--- src/rtl/keypad_calc_if.sv ---
`default_nettype none
// ============================================================================
// Module   : keypad_calc_if
// Purpose  : Key-event inputs and calculator display outputs of keypad_calc_fsm.
// Revision : 1.0  initial release
// ============================================================================
interface keypad_calc_if #(
  parameter int VAL_W = 14
);
  logic             key_valid;
  logic [511:0]     key_down;
  logic [7:0]       last_change;
  logic [VAL_W-1:0] opa;
  logic [VAL_W-1:0] opb;
  logic [2:0]       digit_cnt;
  logic [1:0]       op;
  logic             sign;
  logic [VAL_W-1:0] value;
  logic             result_valid;
  logic [1:0]       state;

  modport master (
    output key_valid, key_down, last_change,
    input  opa, opb, digit_cnt, op, sign, value, result_valid, state
  );

  modport slave (
    input  key_valid, key_down, last_change,
    output opa, opb, digit_cnt, op, sign, value, result_valid, state
  );
endinterface
`default_nettype wire

--- src/rtl/keypad_calc_fsm.sv ---
`default_nettype none
// ============================================================================
// Module   : keypad_calc_fsm
// Purpose  : Keypad integer calculator (+,-,*) with multi-digit operand entry.
// Revision : 1.0  initial release
// ============================================================================
module keypad_calc_fsm #(
  parameter int DIGITS = 2,
  parameter int VAL_W  = 14
) (
  input  wire          clk,
  input  wire          rst,
  keypad_calc_if.slave bus
);

  typedef enum logic [1:0] {
    S_A   = 2'd0,
    S_B   = 2'd1,
    S_RES = 2'd2
  } state_t;

  localparam logic [VAL_W-1:0] c_TEN    = VAL_W'(10);
  localparam logic [2:0]       c_DIGITS = 3'(DIGITS);

  state_t           r_state;
  logic [VAL_W-1:0] r_opa;
  logic [VAL_W-1:0] r_opb;
  logic [2:0]       r_cnt;
  logic [1:0]       r_op;
  logic             r_sign;
  logic [VAL_W-1:0] r_value;
  logic             r_result_valid;

  logic             w_ev;
  logic             w_is_digit;
  logic [3:0]       w_digit;
  logic [1:0]       w_op_code;
  logic             w_is_enter;
  logic             w_is_esc;
  logic             w_is_bksp;
  logic [VAL_W-1:0] w_cur;
  logic [VAL_W-1:0] w_push;
  logic [VAL_W-1:0] w_pop;
  logic [VAL_W-1:0] w_calc;
  logic             w_calc_neg;

  assign w_ev = bus.key_valid & bus.key_down[{1'b0, bus.last_change}];

  always_comb begin
    w_is_digit = 1'b1;
    w_digit    = 4'd0;
    w_op_code  = 2'd0;
    w_is_enter = 1'b0;
    w_is_esc   = 1'b0;
    w_is_bksp  = 1'b0;
    case (bus.last_change)
      8'h70: w_digit = 4'd0;
      8'h69: w_digit = 4'd1;
      8'h72: w_digit = 4'd2;
      8'h7A: w_digit = 4'd3;
      8'h6B: w_digit = 4'd4;
      8'h73: w_digit = 4'd5;
      8'h74: w_digit = 4'd6;
      8'h6C: w_digit = 4'd7;
      8'h75: w_digit = 4'd8;
      8'h7D: w_digit = 4'd9;
      default: begin
        w_is_digit = 1'b0;
        case (bus.last_change)
          8'h79:   w_op_code  = 2'd1;
          8'h7B:   w_op_code  = 2'd2;
          8'h7C:   w_op_code  = 2'd3;
          8'h5A:   w_is_enter = 1'b1;
          8'h76:   w_is_esc   = 1'b1;
          8'h66:   w_is_bksp  = 1'b1;
          default: ;
        endcase
      end
    endcase
  end

  // Digit/backspace edits apply to whichever operand is currently being entered.
  assign w_cur  = (r_state == S_B) ? r_opb : r_opa;
  assign w_push = w_cur * c_TEN + {{(VAL_W-4){1'b0}}, w_digit};
  assign w_pop  = w_cur / c_TEN;

  always_comb begin
    w_calc     = r_opa + r_opb;
    w_calc_neg = 1'b0;
    case (r_op)
      2'd2: begin
        if (r_opa < r_opb) begin
          w_calc     = r_opb - r_opa;
          w_calc_neg = 1'b1;
        end else begin
          w_calc     = r_opa - r_opb;
        end
      end
      2'd3:    w_calc = r_opa * r_opb;
      default: ;
    endcase
  end

  always_ff @(posedge clk or posedge rst) begin
    if (rst) begin
      r_state        <= S_A;
      r_opa          <= '0;
      r_opb          <= '0;
      r_cnt          <= 3'd0;
      r_op           <= 2'd0;
      r_sign         <= 1'b0;
      r_value        <= '0;
      r_result_valid <= 1'b0;
    end else begin
      r_result_valid <= 1'b0;
      if (w_ev) begin
        if (w_is_esc) begin
          r_state <= S_A;
          r_opa   <= '0;
          r_opb   <= '0;
          r_cnt   <= 3'd0;
          r_op    <= 2'd0;
          r_sign  <= 1'b0;
          r_value <= '0;
        end else begin
          case (r_state)
            S_A: begin
              if (w_is_digit && r_cnt < c_DIGITS) begin
                r_opa <= w_push;
                r_cnt <= r_cnt + 3'd1;
              end else if (w_is_bksp && r_cnt != 3'd0) begin
                r_opa <= w_pop;
                r_cnt <= r_cnt - 3'd1;
              end else if (w_op_code != 2'd0 && r_cnt != 3'd0) begin
                r_op    <= w_op_code;
                r_cnt   <= 3'd0;
                r_state <= S_B;
              end
            end
            S_B: begin
              if (w_is_digit && r_cnt < c_DIGITS) begin
                r_opb <= w_push;
                r_cnt <= r_cnt + 3'd1;
              end else if (w_is_bksp && r_cnt != 3'd0) begin
                r_opb <= w_pop;
                r_cnt <= r_cnt - 3'd1;
              end else if (w_op_code != 2'd0) begin
                r_op <= w_op_code;
              end else if (w_is_enter && r_cnt != 3'd0) begin
                r_value        <= w_calc;
                r_sign         <= w_calc_neg;
                r_result_valid <= 1'b1;
                r_state        <= S_RES;
              end
            end
            S_RES: begin
              if (w_is_digit) begin
                r_opa   <= {{(VAL_W-4){1'b0}}, w_digit};
                r_opb   <= '0;
                r_op    <= 2'd0;
                r_sign  <= 1'b0;
                r_value <= '0;
                r_cnt   <= 3'd1;
                r_state <= S_A;
              end else if (w_op_code != 2'd0 && !r_sign) begin
                // A negative magnitude cannot seed a new unsigned operand.
                r_opa   <= r_value;
                r_opb   <= '0;
                r_cnt   <= 3'd0;
                r_op    <= w_op_code;
                r_state <= S_B;
              end
            end
            default: r_state <= S_A;
          endcase
        end
      end
    end
  end

  assign bus.opa          = r_opa;
  assign bus.opb          = r_opb;
  assign bus.digit_cnt    = r_cnt;
  assign bus.op           = r_op;
  assign bus.sign         = r_sign;
  assign bus.value        = r_value;
  assign bus.result_valid = r_result_valid;
  assign bus.state        = r_state;

endmodule
`default_nettype wire
--- src/flat_wrapper.sv ---
// flat-port wrapper written by rule: the top's interface ports become plain ports
module keypad_calc_fsm_flat 
#(
  parameter int DIGITS = 2,
  parameter int VAL_W  = 14
)
  (clk, rst, bus_key_valid, bus_key_down, bus_last_change, bus_opa, bus_opb, bus_digit_cnt, bus_op, bus_sign, bus_value, bus_result_valid, bus_state);
  keypad_calc_if #(.VAL_W(VAL_W)) bus_i ();
  input  wire clk;
  input  wire rst;
  input wire logic [$bits(bus_i.key_valid)-1:0] bus_key_valid;
  input wire logic [$bits(bus_i.key_down)-1:0] bus_key_down;
  input wire logic [$bits(bus_i.last_change)-1:0] bus_last_change;
  output wire logic [$bits(bus_i.opa)-1:0] bus_opa;
  output wire logic [$bits(bus_i.opb)-1:0] bus_opb;
  output wire logic [$bits(bus_i.digit_cnt)-1:0] bus_digit_cnt;
  output wire logic [$bits(bus_i.op)-1:0] bus_op;
  output wire logic [$bits(bus_i.sign)-1:0] bus_sign;
  output wire logic [$bits(bus_i.value)-1:0] bus_value;
  output wire logic [$bits(bus_i.result_valid)-1:0] bus_result_valid;
  output wire logic [$bits(bus_i.state)-1:0] bus_state;
  assign bus_i.key_valid = bus_key_valid;
  assign bus_i.key_down = bus_key_down;
  assign bus_i.last_change = bus_last_change;
  assign bus_opa = bus_i.opa;
  assign bus_opb = bus_i.opb;
  assign bus_digit_cnt = bus_i.digit_cnt;
  assign bus_op = bus_i.op;
  assign bus_sign = bus_i.sign;
  assign bus_value = bus_i.value;
  assign bus_result_valid = bus_i.result_valid;
  assign bus_state = bus_i.state;
  keypad_calc_fsm #(.DIGITS(DIGITS), .VAL_W(VAL_W)) u_core (.clk(clk), .rst(rst), .bus(bus_i));
endmodule
--- config.mk ---
export PLATFORM = sky130hd
export DESIGN_NAME = keypad_calc_fsm_flat
export DESIGN_NICKNAME = d
export VERILOG_FILES = /design/src/rtl/keypad_calc_if.sv /design/src/rtl/keypad_calc_fsm.sv /design/src/flat_wrapper.sv
export SDC_FILE = /design/constraint.sdc
export NUM_CORES = 1
export LEC_CHECK = 0
export CAP_MARGIN = 25
export CORE_AREA = 8 8 214 216
export DETAILED_ROUTE_END_ITERATION = 16
export DIE_AREA = 0 0 222 224
export PLACE_DENSITY = 0.7
export SETUP_SLACK_MARGIN = 0.1
export SLEW_MARGIN = 20
export SYNTH_ARGS = -nofsm -noshare
export SYNTH_HDL_FRONTEND = slang
export SYNTH_SLANG_ARGS = --single-unit
--- constraint.sdc ---
create_clock -name clk -period 15.15 [get_ports clk]
set_input_delay 3.03 -clock clk [delete_from_list [all_inputs] [get_ports clk]]
set_output_delay 3.03 -clock clk [all_outputs]
set_load 0.02 [all_outputs]
==> impl_metrics.csv <==
group,metric,value,unit
die,start_util,0.278,
min_path,hold_path_class,"reg2reg",
sta,setup_viol_count_final,0,
cts,numCtsBuffers,5,
grt,grt_usage,0.184,
route,drc,0,
synthesis,async_flop_share,1.00,
cts,clk-insertion-delay-late,0.30,ns
sta,max_freq,128,MHz
cts,cts_setup_buffers,0,
setup_path,r2r_slack,8.56,ns
cts,cts.sinks,51,
cts,cts_tree,"done",
sta,fin_crit_sh,0.516,
route,initialDrtViolationCount,933,
route,drtPass1Iterations,5,
pwr,peakVddDrop,142,uV
sta,fin_crit,7.81,ns
route,viasPerCell,5.44,
die,fp.dieArea,49700,sq um
synthesis,synth_nets,2073,
setup_path,critPathKind,"in2reg",
synthesis,ys_types,88,
synthesis,synth_seq_area_share,0.108,
route,num_vias,11800,
sta,rsz0062_at_grt,"no",
sta,hold_viol_final,0,
synthesis,synth_ff_type,"dfrtp_1",
placed_design,dp_hpwl,38.8,mm
setup_path,critPathLaunchType,"input port",
route,wirelength,47.0,mm
run_status,status,"finished clean",
die,coreArea,42500,sq um
final_layout,nets,2324,
synthesis,synth_edf_count,0,
sta,worstMarginPinSlew,1.04,ns
cts,ctsHoldBuffers,0,
pwr,leakage,6.48,nW
die,die_w,222,um
grt,grt_first_pass_wirelength,72.5,mm
cts,clockBufferDepth,2,
final_layout,layoutNonFillerInstCount,2177,
synthesis,syn-cell-area,11800,sq um
sta,setup_tns,0,ns
sta,fin_skew,0.00624,ns
sta,relSlewSlack,0.290,
grt,grt_pass1_vias,12500,
cts,post_cts_resized,0,
flow_run,cap_violations,0,
final_layout,drive_gt1_frac,0.0939,
grt,grt_max_degree,56,
setup_path,cp-end-kind,"flip-flop",
die,fp.dieH,224,um
synthesis,syn_inst,1378,
setup_path,cp.required,15.35,ns
placed_design,dp.cells,2167,
grt,grt_overflow,0,
placed_design,portBuffers,317,
die,fp-row-count,76,
route,wire_per_inst,21.6,um
setup_path,arrival,8.01,ns
route,drtAntennaViolNets,0,
final_layout,area_growth,31.8,%
cts,path_clk_slew,0.07,ns
placed_design,gp_congestion,0.971,
pwr,power_density,140,nW/um^2
setup_path,worstPathMaxFanout,53,
synthesis,yosysWarnings,0,
sta,slew_violations,0,
synthesis,synth_area_per_cell,8.58,sq um
synthesis,ys_ff_latch,51,
cts,clock-root-buffer,"clkbuf_16",
grt,antenna_found_initial,4,
cts,cts.htree.levels,2,
die,ios,574,
## cell usage in the layout (no fill, tap or decap), types with 57 or more instances in the layout
cell and n:
a21oi_1 78, clkdlybuf4s50_1 314, fa_1 61, ha_1 111, inv_1 163, mux4_2 85
nand2_1 153, nor2_1 99, o21ai_0 68, xnor2_1 57
## worst paths after layout
check | start | end | cells after the start
setup / recovery | bus_last_change[0] | u_core.bus.opa[13] | 16
hold reg to reg | u_core.bus.value[12] | u_core.bus.value[12] | 1
min in group asynchronous | rst | u_core.bus.result_valid | 3
hold / removal | u_core.bus.value[12] | u_core.bus.value[12] | 1
setup reg to reg | u_core.bus.opb[3] | u_core.bus.value[12] | 23
max in group asynchronous | rst | u_core.bus.opb[13] | 3
## where the power goes
part	total, mW	switching [mW]	internal, mW	leakage (nW)
clock network	0.118	0.0563	0.0622	0.0675
registers	0.289	0.117	0.172	0.689
logic	1.77	1.01	0.764	5.72
## cell families after synthesis
logic type / after synthesis / synth area share
xor gates and xnor gates: 71 / 0.0537
adders and majority gates: 174 / 0.222
and+or+nand+nor: 377 / 0.147
AOI/OAI and AO/OA: 335 / 0.195
muxes: 111 / 0.188
buffers and inverters: 259 / 0.0859
DFF: 51 / 0.108
## critical path, cell delays in order
cell and delay (ns):
buf_4 0.37, buf_4 0.75, a21oi_1 0.21, nor3_1 0.43, inv_1 0.12, fa_1 0.45, nor2b_1 0.12, o21ai_0 0.13
or3b_2 0.50, nor3_1 0.31, nand3_1 0.19, or3_1 0.40, xnor3_1 0.34, nor3_1 0.27, a21oi_1 0.07, o31ai_1 0.24
## cell type report
class	count	area, sq um
fillers	4263	26900
multi-input cells	1068	9550
repair buffers	334	3300
flip-flops and latches	51	1280
well taps	546	683
inverters	169	637
clock buffers	6	129
clock inverters	2	16.3
diodes	1	2.50
## cells in the mapped netlist (8+ instances only)
| cell type | count | area (sq um) |
|---|---|---|
| buf_2 | 12 | 60.1 |
| o211ai_1 | 16 | 120 |
| nor4_1 | 8 | 50.1 |
| nand3_1 | 22 | 110 |
| mux2_2 | 11 | 124 |
| fa_1 | 61 | 1220 |
| a21o_1 | 21 | 158 |
| nor2b_1 | 11 | 68.8 |
| mux4_2 | 85 | 1910 |
| nor3_1 | 28 | 140 |
| clkbuf_1 | 66 | 248 |
| nand2b_1 | 12 | 75.1 |
| xor2_1 | 13 | 114 |
| nand2_1 | 153 | 574 |
| o31ai_1 | 21 | 158 |
| inv_1 | 164 | 616 |
| o221ai_1 | 8 | 70.1 |
| dfrtp_1 | 51 | 1280 |
| a211oi_1 | 18 | 135 |
| nor2_1 | 99 | 372 |
| a21oi_1 | 78 | 390 |
| o21a_1 | 11 | 82.6 |
| xnor2_1 | 57 | 499 |
| buf_1 | 8 | 30.0 |
| mux2i_1 | 11 | 110 |
| ha_1 | 111 | 1390 |
| o21bai_1 | 11 | 82.6 |
| o21ai_0 | 68 | 340 |
| o22ai_1 | 9 | 56.3 |
## registers in the layout (all words and copies together), names as in the netlist
name and flops:
u_core.bus.opa 14, u_core.bus.state 2, u_core.bus.op 2, u_core.bus.result_valid 1, u_core.bus.opb 14, u_core.bus.digit_cnt 3
u_core.bus.sign 1, u_core.bus.value 14
## stage by stage
stage               power (mW)  cell area, sq um  hold WS [ns]  setup WS (ns)   util
floorplan                 1.52             11800         0.605           7.48      -
global placement          2.00             15400         0.523           7.03  0.363
detailed placement        2.03             15400         0.514           6.95  0.363
CTS                       2.16             15600         0.533           7.24  0.367
global route              2.37             15600         0.555           6.92  0.367
finish                    2.18             15600         0.533           7.34  0.367
## per-layer routing
| layer | share of wire | GRT usage |
|---|---|---|
| met1 | 0.38 | 0.213 |
| met2 | 0.52 | 0.347 |
| met3 | 0.067 | 0.0243 |
| met4 | 0.030 | 0.0590 |
| met5 | 0 | 0 |
(Power assumes the default switching activity.)
